**config.mk**
```make
export PLATFORM = sky130hd
export DESIGN_NAME = object_marker_overlay
export DESIGN_NICKNAME = d
export VERILOG_FILES = /design/src/rtl/object_marker_overlay.sv
export SDC_FILE = /design/constraint.sdc
export NUM_CORES = 1
export LEC_CHECK = 0
export ABC_AREA = 1
export CAP_MARGIN = 20
export CORE_UTILIZATION = 25
export CTS_CLUSTER_SIZE = 8
export DETAILED_ROUTE_END_ITERATION = 7
export DONT_BUFFER_PORTS = 1
export GPL_ROUTABILITY_DRIVEN = 0
export HOLD_SLACK_MARGIN = 0.1
export PLACE_DENSITY_LB_ADDON = 0.3
export REMOVE_ABC_BUFFERS = 1
export SLEW_MARGIN = 20
export SYNTH_ARGS = -nofsm -noshare
export SYNTH_HDL_FRONTEND = slang
export SYNTH_SLANG_ARGS = --single-unit
```
**constraint.sdc**
```tcl
create_clock -name clk -period 13.3 [get_ports clk]
set_input_delay 2.66 -clock clk [delete_from_list [all_inputs] [get_ports clk]]
set_output_delay 2.66 -clock clk [all_outputs]
set_load 0.02 [all_outputs]
```
**src/rtl/object_marker_overlay.sv**
```systemverilog
// Multi-object marker overlay for a VGA pixel stream: per-object coloured squares, boxes or crosshairs,
// with frame-shadowed object data, optional frame-synchronous blink and a fixed 2-cycle pipeline.
`timescale 1ns/1ps
module object_marker_overlay #(
   parameter int unsigned COLOR_WIDTH  = 10,
   parameter int unsigned DISP_WIDTH   = 11,
   parameter int unsigned NUM_OBJ      = 4,
   parameter int unsigned SIZE_WIDTH   = 6,
   parameter int unsigned BLINK_FRAMES = 30
) (
   input  logic                               clk,
   input  logic                               areset,
   input  logic                               in_valid,
   input  logic [COLOR_WIDTH-1:0]             red,
   input  logic [COLOR_WIDTH-1:0]             green,
   input  logic [COLOR_WIDTH-1:0]             blue,
   input  logic [DISP_WIDTH-1:0]              x_pos,
   input  logic [DISP_WIDTH-1:0]              y_pos,
   input  logic                               frame_start,
   input  logic [NUM_OBJ-1:0]                 obj_valid,
   input  logic [NUM_OBJ*DISP_WIDTH-1:0]      x_obj,
   input  logic [NUM_OBJ*DISP_WIDTH-1:0]      y_obj,
   input  logic [NUM_OBJ*3*COLOR_WIDTH-1:0]   obj_rgb,
   input  logic [SIZE_WIDTH-1:0]              half_size,
   input  logic [1:0]                         mode,
   input  logic                               blink_en,
   output logic                               out_valid,
   output logic [COLOR_WIDTH-1:0]             r_out,
   output logic [COLOR_WIDTH-1:0]             g_out,
   output logic [COLOR_WIDTH-1:0]             b_out
);

   localparam int unsigned RGB_W = 3 * COLOR_WIDTH;
   localparam int unsigned CNT_W = (BLINK_FRAMES > 1) ? $clog2(BLINK_FRAMES) : 1;

   typedef enum logic [1:0] {
      MODE_FILLED  = 2'd0,
      MODE_OUTLINE = 2'd1,
      MODE_CROSS   = 2'd2,
      MODE_OFF     = 2'd3
   } mode_e;

   logic [NUM_OBJ-1:0]            sh_valid_q, sh_valid_d;
   logic [NUM_OBJ*DISP_WIDTH-1:0] sh_x_q, sh_x_d;
   logic [NUM_OBJ*DISP_WIDTH-1:0] sh_y_q, sh_y_d;
   logic [NUM_OBJ*RGB_W-1:0]      sh_rgb_q, sh_rgb_d;
   logic [CNT_W-1:0]              frame_cnt_q, frame_cnt_d;
   logic                          phase_q, phase_d;

   logic                          s1_valid_q, s1_valid_d;
   logic [RGB_W-1:0]              s1_rgb_q, s1_rgb_d;
   logic [NUM_OBJ-1:0]            s1_hit_q, s1_hit_d;
   logic [RGB_W-1:0]              s1_mark_q, s1_mark_d;
   logic                          out_valid_q, out_valid_d;
   logic [RGB_W-1:0]              out_rgb_q, out_rgb_d;

   logic [DISP_WIDTH-1:0]         dx [NUM_OBJ];
   logic [DISP_WIDTH-1:0]         dy [NUM_OBJ];
   logic [NUM_OBJ-1:0]            in_box, on_edge, on_cross, shape_hit;
   logic [DISP_WIDTH-1:0]         size_ext;
   logic                          visible;
   logic                          found;
   mode_e                         mode_sel;

   assign size_ext = DISP_WIDTH'(half_size);
   assign visible  = ~blink_en | phase_q;
   assign mode_sel = mode_e'(mode);

   always_comb begin : frame_ctrl
      sh_valid_d  = sh_valid_q;
      sh_x_d      = sh_x_q;
      sh_y_d      = sh_y_q;
      sh_rgb_d    = sh_rgb_q;
      frame_cnt_d = frame_cnt_q;
      phase_d     = phase_q;
      if (frame_start) begin
         sh_valid_d = obj_valid;
         sh_x_d     = x_obj;
         sh_y_d     = y_obj;
         sh_rgb_d   = obj_rgb;
         if (frame_cnt_q == CNT_W'(BLINK_FRAMES - 1)) begin
            frame_cnt_d = '0;
            phase_d     = ~phase_q;
         end else begin
            frame_cnt_d = frame_cnt_q + 1'b1;
         end
      end
   end

   always_comb begin : geometry
      for (int unsigned i = 0; i < NUM_OBJ; i++) begin
         dx[i] = (x_pos >= sh_x_q[i*DISP_WIDTH +: DISP_WIDTH])
               ? x_pos - sh_x_q[i*DISP_WIDTH +: DISP_WIDTH]
               : sh_x_q[i*DISP_WIDTH +: DISP_WIDTH] - x_pos;
         dy[i] = (y_pos >= sh_y_q[i*DISP_WIDTH +: DISP_WIDTH])
               ? y_pos - sh_y_q[i*DISP_WIDTH +: DISP_WIDTH]
               : sh_y_q[i*DISP_WIDTH +: DISP_WIDTH] - y_pos;
         in_box[i]   = (dx[i] <= size_ext) && (dy[i] <= size_ext);
         on_edge[i]  = (dx[i] == size_ext) || (dy[i] == size_ext);
         on_cross[i] = ((dx[i] == '0) && (dy[i] <= size_ext)) ||
                       ((dy[i] == '0) && (dx[i] <= size_ext));
         shape_hit[i] = 1'b0;
         case (mode_sel)
            MODE_FILLED:  shape_hit[i] = in_box[i];
            MODE_OUTLINE: shape_hit[i] = in_box[i] & on_edge[i];
            MODE_CROSS:   shape_hit[i] = on_cross[i];
            MODE_OFF:     shape_hit[i] = 1'b0;
         endcase
      end
   end

   // The marker colour is latched alongside the hit vector so a frame_start on the
   // capture edge cannot swap in the next frame's colour before stage 2 uses it.
   always_comb begin : stage1
      s1_valid_d = in_valid;
      s1_rgb_d   = {red, green, blue};
      s1_hit_d   = shape_hit & sh_valid_q & {NUM_OBJ{visible}};
      s1_mark_d  = '0;
      found      = 1'b0;
      for (int unsigned i = 0; i < NUM_OBJ; i++) begin
         if (s1_hit_d[i] && !found) begin
            s1_mark_d = sh_rgb_q[i*RGB_W +: RGB_W];
            found     = 1'b1;
         end
      end
   end

   always_comb begin : stage2
      out_valid_d = s1_valid_q;
      out_rgb_d   = (|s1_hit_q) ? s1_mark_q : s1_rgb_q;
   end

   always_ff @(posedge clk or posedge areset) begin
      if (areset) begin
         sh_valid_q  <= '0;
         sh_x_q      <= '0;
         sh_y_q      <= '0;
         sh_rgb_q    <= '0;
         frame_cnt_q <= '0;
         phase_q     <= 1'b1;
         s1_valid_q  <= 1'b0;
         s1_rgb_q    <= '0;
         s1_hit_q    <= '0;
         s1_mark_q   <= '0;
         out_valid_q <= 1'b0;
         out_rgb_q   <= '0;
      end else begin
         sh_valid_q  <= sh_valid_d;
         sh_x_q      <= sh_x_d;
         sh_y_q      <= sh_y_d;
         sh_rgb_q    <= sh_rgb_d;
         frame_cnt_q <= frame_cnt_d;
         phase_q     <= phase_d;
         s1_valid_q  <= s1_valid_d;
         s1_rgb_q    <= s1_rgb_d;
         s1_hit_q    <= s1_hit_d;
         s1_mark_q   <= s1_mark_d;
         out_valid_q <= out_valid_d;
         out_rgb_q   <= out_rgb_d;
      end
   end

   assign out_valid              = out_valid_q;
   assign {r_out, g_out, b_out}  = out_rgb_q;

endmodule

```
==> results of run 1 <==
[registers in the layout (all words and copies together), names as in the netlist]
signal / cells
sh_rgb_q: 120
frame_cnt_q: 5
out_valid_d: 1
sh_y_q: 44
s1_mark_q: 30
sh_valid_q: 4
s1_hit_q: 4
out_valid: 1
phase_q: 1
s1_rgb_q: 30
sh_x_q: 44
out_rgb_q: 30
[layout make-up]
cell class / instances / area (µm²)
flip-flops and latches: 314 / 7860
repair buffers: 4 / 62.6
clock inverters: 10 / 181
fillers: 10300 / 67300
inverters: 467 / 1760
well taps: 1254 / 1570
multi-input cells: 2524 / 13500
diodes: 1 / 2.50
clock buffers: 58 / 1290
[synthesized netlist by cell type, types with 11 or more instances]
master | n | area [µm²]
sky130_fd_sc_hd__buf_2 | 21 | 105
sky130_fd_sc_hd__o21bai_1 | 17 | 128
sky130_fd_sc_hd__buf_6 | 14 | 158
sky130_fd_sc_hd__clkbuf_1 | 48 | 180
sky130_fd_sc_hd__inv_1 | 455 | 1710
sky130_fd_sc_hd__nor2_1 | 139 | 522
sky130_fd_sc_hd__dfrtp_1 | 313 | 7830
sky130_fd_sc_hd__xor2_1 | 44 | 385
sky130_fd_sc_hd__ha_1 | 218 | 2730
sky130_fd_sc_hd__o21ai_0 | 148 | 741
sky130_fd_sc_hd__buf_4 | 12 | 90.1
sky130_fd_sc_hd__a21oi_1 | 117 | 586
sky130_fd_sc_hd__nand3_1 | 288 | 1440
sky130_fd_sc_hd__mux2_2 | 30 | 338
sky130_fd_sc_hd__nand2_2 | 14 | 87.6
sky130_fd_sc_hd__nor2_2 | 11 | 68.8
sky130_fd_sc_hd__nor3_1 | 11 | 55.1
sky130_fd_sc_hd__xnor2_1 | 21 | 184
sky130_fd_sc_hd__fa_1 | 16 | 320
sky130_fd_sc_hd__inv_2 | 11 | 41.3
sky130_fd_sc_hd__nand2_1 | 1336 | 5010
sky130_fd_sc_hd__nand4_1 | 53 | 332
[critical path: stages]
cell,delay (ns)
sky130_fd_sc_hd__inv_1,0.32
sky130_fd_sc_hd__ha_1,0.33
sky130_fd_sc_hd__nand2_1,0.10
sky130_fd_sc_hd__nor2_1,0.06
sky130_fd_sc_hd__o21ai_1,0.16
sky130_fd_sc_hd__nand2_1,0.15
sky130_fd_sc_hd__a21oi_2,0.33
sky130_fd_sc_hd__nand2_1,0.09
sky130_fd_sc_hd__nand2_1,0.08
sky130_fd_sc_hd__inv_1,0.04
sky130_fd_sc_hd__ha_1,0.28
sky130_fd_sc_hd__nand2_1,0.07
sky130_fd_sc_hd__nor2_1,0.14
sky130_fd_sc_hd__inv_1,0.06
sky130_fd_sc_hd__o221ai_1,0.14
sky130_fd_sc_hd__a21oi_1,0.08
sky130_fd_sc_hd__nand3_1,0.10
sky130_fd_sc_hd__nand2_1,0.07
sky130_fd_sc_hd__nand3_1,0.07
sky130_fd_sc_hd__nand2_1,0.05
sky130_fd_sc_hd__nand2_1,0.06
sky130_fd_sc_hd__nand2_2,0.07
sky130_fd_sc_hd__nand2_4,0.41
sky130_fd_sc_hd__nand2_2,0.18
sky130_fd_sc_hd__nor2_4,0.90
sky130_fd_sc_hd__nand3_1,0.18
sky130_fd_sc_hd__nand2_1,0.14
[per-layer routing]
layer / wire (µm) / share of wire / vias up
met2: 38200 / 0.47 / 570
met3: 5550 / 0.069 / 119
met5: 93 / 0.0012 / -
li1: - / - / 10600
met1: 34800 / 0.43 / 9863
met4: 2090 / 0.026 / 14
[power by group through the flow]
| stage | Clock, W | Combinational (W) | Sequential [W] |
|---|---|---|---|
| floorplan | 0 | 0.000743 | 0.00110 |
| global placement | 0 | 0.000992 | 0.00112 |
| detailed placement | 0 | 0.000994 | 0.00111 |
| CTS | 0.00127 | 0.000999 | 0.00110 |
| global route | 0.00131 | 0.00115 | 0.00111 |
| finish | 0.00122 | 0.000997 | 0.00110 |
[cell families after synthesis]
kind of cell,share of synthesized area
simple gates,0.328
buf+inv,0.0976
compound gates,0.0741
flops,0.333
fa+ha+maj,0.129
xor+xnor,0.0241
mux,0.0143
[worst max path at each step]
stage / end / from / slack, ns / cells past startpoint
finish: s1_mark_q[17] / y_pos[1] / 6.46 / 27
global route: s1_mark_q[20] / y_pos[1] / 5.94 / 27
CTS: s1_mark_q[25] / y_pos[1] / 6.52 / 28
detailed placement: s1_mark_q[20] / y_pos[1] / 5.85 / 28
global placement: s1_mark_q[21] / x_pos[1] / 5.64 / 27
floorplan: frame_cnt_q[0] / areset / 1.96 / 1
[metrics by stage]
step	total power, W	util
5_1_grt	0.00356	0.280
3_5_place_dp	0.00211	0.264
4_1_cts	0.00337	0.280
2_1_floorplan	0.00184	-
3_3_place_gp	0.00211	0.264
6_report	0.00332	0.280
==> impl_metrics.ini, run 1 <==
[clock_network]
cts_buffer_depth = 3
clockRootBuffer = sky130_fd_sc_hd__clkbuf_16
cts-htree-levels = 2
clk_pin_slew_ns = 0.05
tritoncts_clock_tree = done
post_cts.repair.setup_buffers = 0
clock_latency_ns = 0.63
postCtsResizedCells = 0
tritoncts_num_sinks = 314
cts-buffers-inserted = 49
cts.hold.buffers_added = 0

[floorplanning]
core_area_um2 = 93500
die_y_um = 309
core.rowCount = 112
die_x_um = 309
die_area_um2 = 95700
num_io_pins = 308
initial_core_util = 0.253

[synth]
post_synth_edffs = 0
syn-mean-instance-area_um2 = 6.93
yosys_cell_types = 46
netlist_area_um2 = 23600
async_reset_ff_frac = 1.00
ys_seq_elements = 314
synth.yosys.seq_area_share = 0.333
synthCells = 3404
dominantRegCellSynth = sky130_fd_sc_hd__dfrtp_1
synthesis.yosys.warnings = 0

[routing]
via_count = 21200
route.final.wire_length_um = 80800
post_drt_wl_per_cell_um = 17.4
detail_route.drc_violations = 0
detail_route.vias_per_cell = 4.57
drt-initial-drc-count = 1404
drt-pass1-iter-count = 6
antenna_left = 0

[sta]
skew_ns = 0.0420
postLayoutSetupSlackWorst_ns = 6.46
post-route-min-period_ns = 6.84
fin_tns_setup_ns = 0
achievable-frequency_mhz = 146
timing_worst_slew_pin_value_ns = 1.16
timing_max_transition_violations_final = 0
min_period_over_period = 0.514
final-hold-violation-count = 0
setup_violations = 0
final.hold.worst_slack_ns = 0.347
grt_setup_unrepaired = false
max_slew_headroom = 0.226

[critical_path]
cp_data_arrival_time_ns = 7.37
crit_path_start_kind = input port
rr_endpoint = s1_mark_q[17]
timing.critical_path.required_ns = 13.83
worst_r2r_startpoint = sh_x_q[5]
worst_r2r_path_depth = 27
endpoint_kind = register
critical_path.max_fanout = 33
worstSetupPathType = input port to register
setup.reg_to_reg.worst_slack_ns = 8.25

[layout]
post_route_cells_drive_above_1_share = 0.0474
layout.cell_area.non_filler_um2 = 26200
layout_commonest_cell = sky130_fd_sc_hd__nand2_1
layout_stage_area_growth_over_the_synthesis_result_pct = 10.9
fin_nets = 3871
layoutNonFillerInstCount = 4632
most-common-layout-cells = 1335 x sky130_fd_sc_hd__nand2_1, 453 x sky130_fd_sc_hd__inv_1, 313 x sky130_fd_sc_hd__dfrtp_1, 288 x sky130_fd_sc_hd__nand3_1, 218 x sky130_fd_sc_hd__ha_1

[global_route]
grt_pass1_vias = 20900
grtUsageMet2 = 0.283
track_usage = 0.167
gr-usage-met3 = 0.0434
grt_antenna_before_repair = 11
met1_routing_resource_usage_after_global_routing = 0.207
grt.overflow.total = 0
first_pass_grt_wire_length_um = 122000
grt-busiest-layer = met2
grt_max_degree = 341

[worst_hold_path]
hold_path.class = register to register
hold_start = out_valid_d
min_delay_path_depth = 0
min_delay_worst_endpoint = out_valid

[flow_run]
drv.max_cap_violation_count = 0

[place]
port_buffers = 0
post-dp-hpwl_um = 59800
preCtsSetupSlack_ns = 5.85
placedCellCount = 4562
placement.cell_area_um2 = 24700

[pwr]
vdd.ir_drop.worst_mv = 0.110
comb_power_share = 0.300
power.clock.fraction = 0.368
areal_power_density_over_the_cells_nw_per_um2 = 127
switchingPower_w = 0.00121
seq_power_share = 0.331
p_int_w = 0.00211
sw_frac_of_total = 0.363
power_leakage_nw = 14.1

[run_status]
status = finished clean
Power figures use the tool's default switching activity.
==> inputs of run 2 (changes only) <==
Clock period 13.3 ns to 5.68 ns, I/O delays scaled along.
==> run 2 against run 1 <==
  * Clock skew shrank 0.011 ns
  * Non-clock buffer count grew 19
  * Wire length grew 2.1%
  * Register-to-register slack lost 6.9 ns
  * Sequential power grew 130%
  * Critical path type unchanged
  * Largest cell class unchanged
  * Largest power group unchanged
==> impl_metrics.ini, run 2 (synthesis gave the netlist of run 1 again) <==
[critical_path]
timing.critical_path.required_ns = 6.17
worstSetupPathType = input port to register
crit_path_start_kind = input port
rr_endpoint = s1_mark_q[21]
critical_path.max_fanout = 30
max_stage_delay_ns = 0.57
endpoint_kind = register
cp_data_arrival_time_ns = 5.08
setup.reg_to_reg.worst_slack_ns = 1.33
worst_r2r_startpoint = sh_x_q[13]
timing.critical_path.mode_cell = sky130_fd_sc_hd__nand2_1
worst_r2r_path_depth = 28
slowest_stage = sky130_fd_sc_hd__ha_1

[floorplanning]
die_area_um2 = 95700
core.rowCount = 112
initial_core_util = 0.253
core_area_um2 = 93500
die_y_um = 309
die_x_um = 309
num_io_pins = 308

[routing]
drt-initial-drc-count = 1438
post_drt_wl_per_cell_um = 17.7
via_count = 21200
antenna_left = 0
drt-pass1-iter-count = 7
detail_route.drc_violations = 0
detail_route.vias_per_cell = 4.56
route.final.wire_length_um = 82500

[sta]
grt_setup_unrepaired = false
achievable-frequency_mhz = 218
timing_max_transition_violations_final = 0
setup_violations = 0
postLayoutSetupSlackWorst_ns = 1.08
skew_ns = 0.0313
post-route-min-period_ns = 4.60
min_period_over_period = 0.809
max_slew_headroom = 0.346
timing_worst_slew_pin_value_ns = 0.980
final.hold.worst_slack_ns = 0.350
final-hold-violation-count = 0

[layout]
post_route_cells_drive_above_1_share = 0.0519
largest-register = sh_rgb_q
layoutNonFillerInstCount = 4649
fin_nets = 3889
postLayoutCoreUtil = 0.282
layout_commonest_cell = sky130_fd_sc_hd__nand2_1
largest_reg_flops = 120
layout_top_registers = sh_rgb_q (120), sh_x_q (44), sh_y_q (44)
most-common-layout-cells = 1335 x sky130_fd_sc_hd__nand2_1, 453 x sky130_fd_sc_hd__inv_1, 313 x sky130_fd_sc_hd__dfrtp_1, 288 x sky130_fd_sc_hd__nand3_1, 218 x sky130_fd_sc_hd__ha_1
layout_stage_area_growth_over_the_synthesis_result_pct = 11.6

[pwr]
power_leakage_nw = 14.2
areal_power_density_over_the_cells_nw_per_um2 = 297
vdd.ir_drop.worst_mv = 0.233
finalPower_w = 0.00781

[clock_network]
post_cts.repair.setup_buffers = 0
tritoncts_num_sinks = 314
clock_latency_ns = 0.62
cts-buffers-inserted = 48
cts_buffer_depth = 3
clk_pin_slew_ns = 0.05
postCtsResizedCells = 0
cts.hold.buffers_added = 0
cts-htree-levels = 2
clockRootBuffer = sky130_fd_sc_hd__clkbuf_16
tritoncts_clock_tree = done

[place]
post-dp-hpwl_um = 62300
placedCellCount = 4581
port_buffers = 0
preCtsSetupSlack_ns = 0.134

[worst_hold_path]
min_delay_path_depth = 0
hold_path.class = register to register
hold_start = out_valid_d
min_delay_worst_endpoint = out_valid

[flow_run]
drv.max_cap_violation_count = 0

[global_route]
first_pass_grt_wire_length_um = 126000
grt.overflow.total = 0
grt_antenna_before_repair = 8
track_usage = 0.172
grt_pass1_vias = 21300
grt_max_degree = 341

[run_status]
status = finished clean
-- run 2: per-stage QoR --
stage,instance area [µm²],TNS (ns)
after floorplan,23100,-1297.63
after global placement,24800,0
after detailed placement,24800,0
after CTS,26300,0
after global routing,26300,0
final,26300,0
-- run 2: power breakdown --
part | switching [W] | total [W] | internal [W]
combinational | 0.00155 | 0.00235 | 0.000804
clock | 0.00115 | 0.00288 | 0.00173
sequential | 0.000139 | 0.00258 | 0.00244
total | 0.00284 | 0.00781 | 0.00497
-- run 2: worst max-delay path by stage --
stage               startpoint              to  cells past startpoint
finish                x_pos[2]   s1_mark_q[21]                     29
detailed placement    y_pos[1]   s1_mark_q[28]                     28
global route          y_pos[1]   s1_mark_q[26]                     30
global placement      y_pos[1]    s1_mark_q[9]                     28
CTS                   x_pos[2]   s1_mark_q[26]                     26
floorplan               areset  frame_cnt_q[0]                      1
-- run 2: critical path, delay by kind of cell --
kind	cells	cell delay (ns)
adder cells (fa/ha/maj)	2	0.87
buffers and inverters	4	0.61
AND/OR/NAND/NOR	21	2.15
AO/OA/AOI/OAI	2	0.27
-- run 2: per-layer routing --
metal	wire, µm	GRT usage
met1	36300	0.215
met2	38400	0.289
met3	5120	0.0408
met4	2660	0.0581
met5	80	0
-- run 2: area by class of cell --
class | instances | area (µm²)
Sequential cell | 314 | 7860
Tap cell | 1254 | 1570
Antenna cell | 1 | 2.50
Inverter | 467 | 1760
Clock inverter | 9 | 220
Multi-Input combinational cell | 2524 | 13400
Fill cell | 10400 | 67100
Clock buffer | 57 | 1250
Timing Repair Buffer | 23 | 223
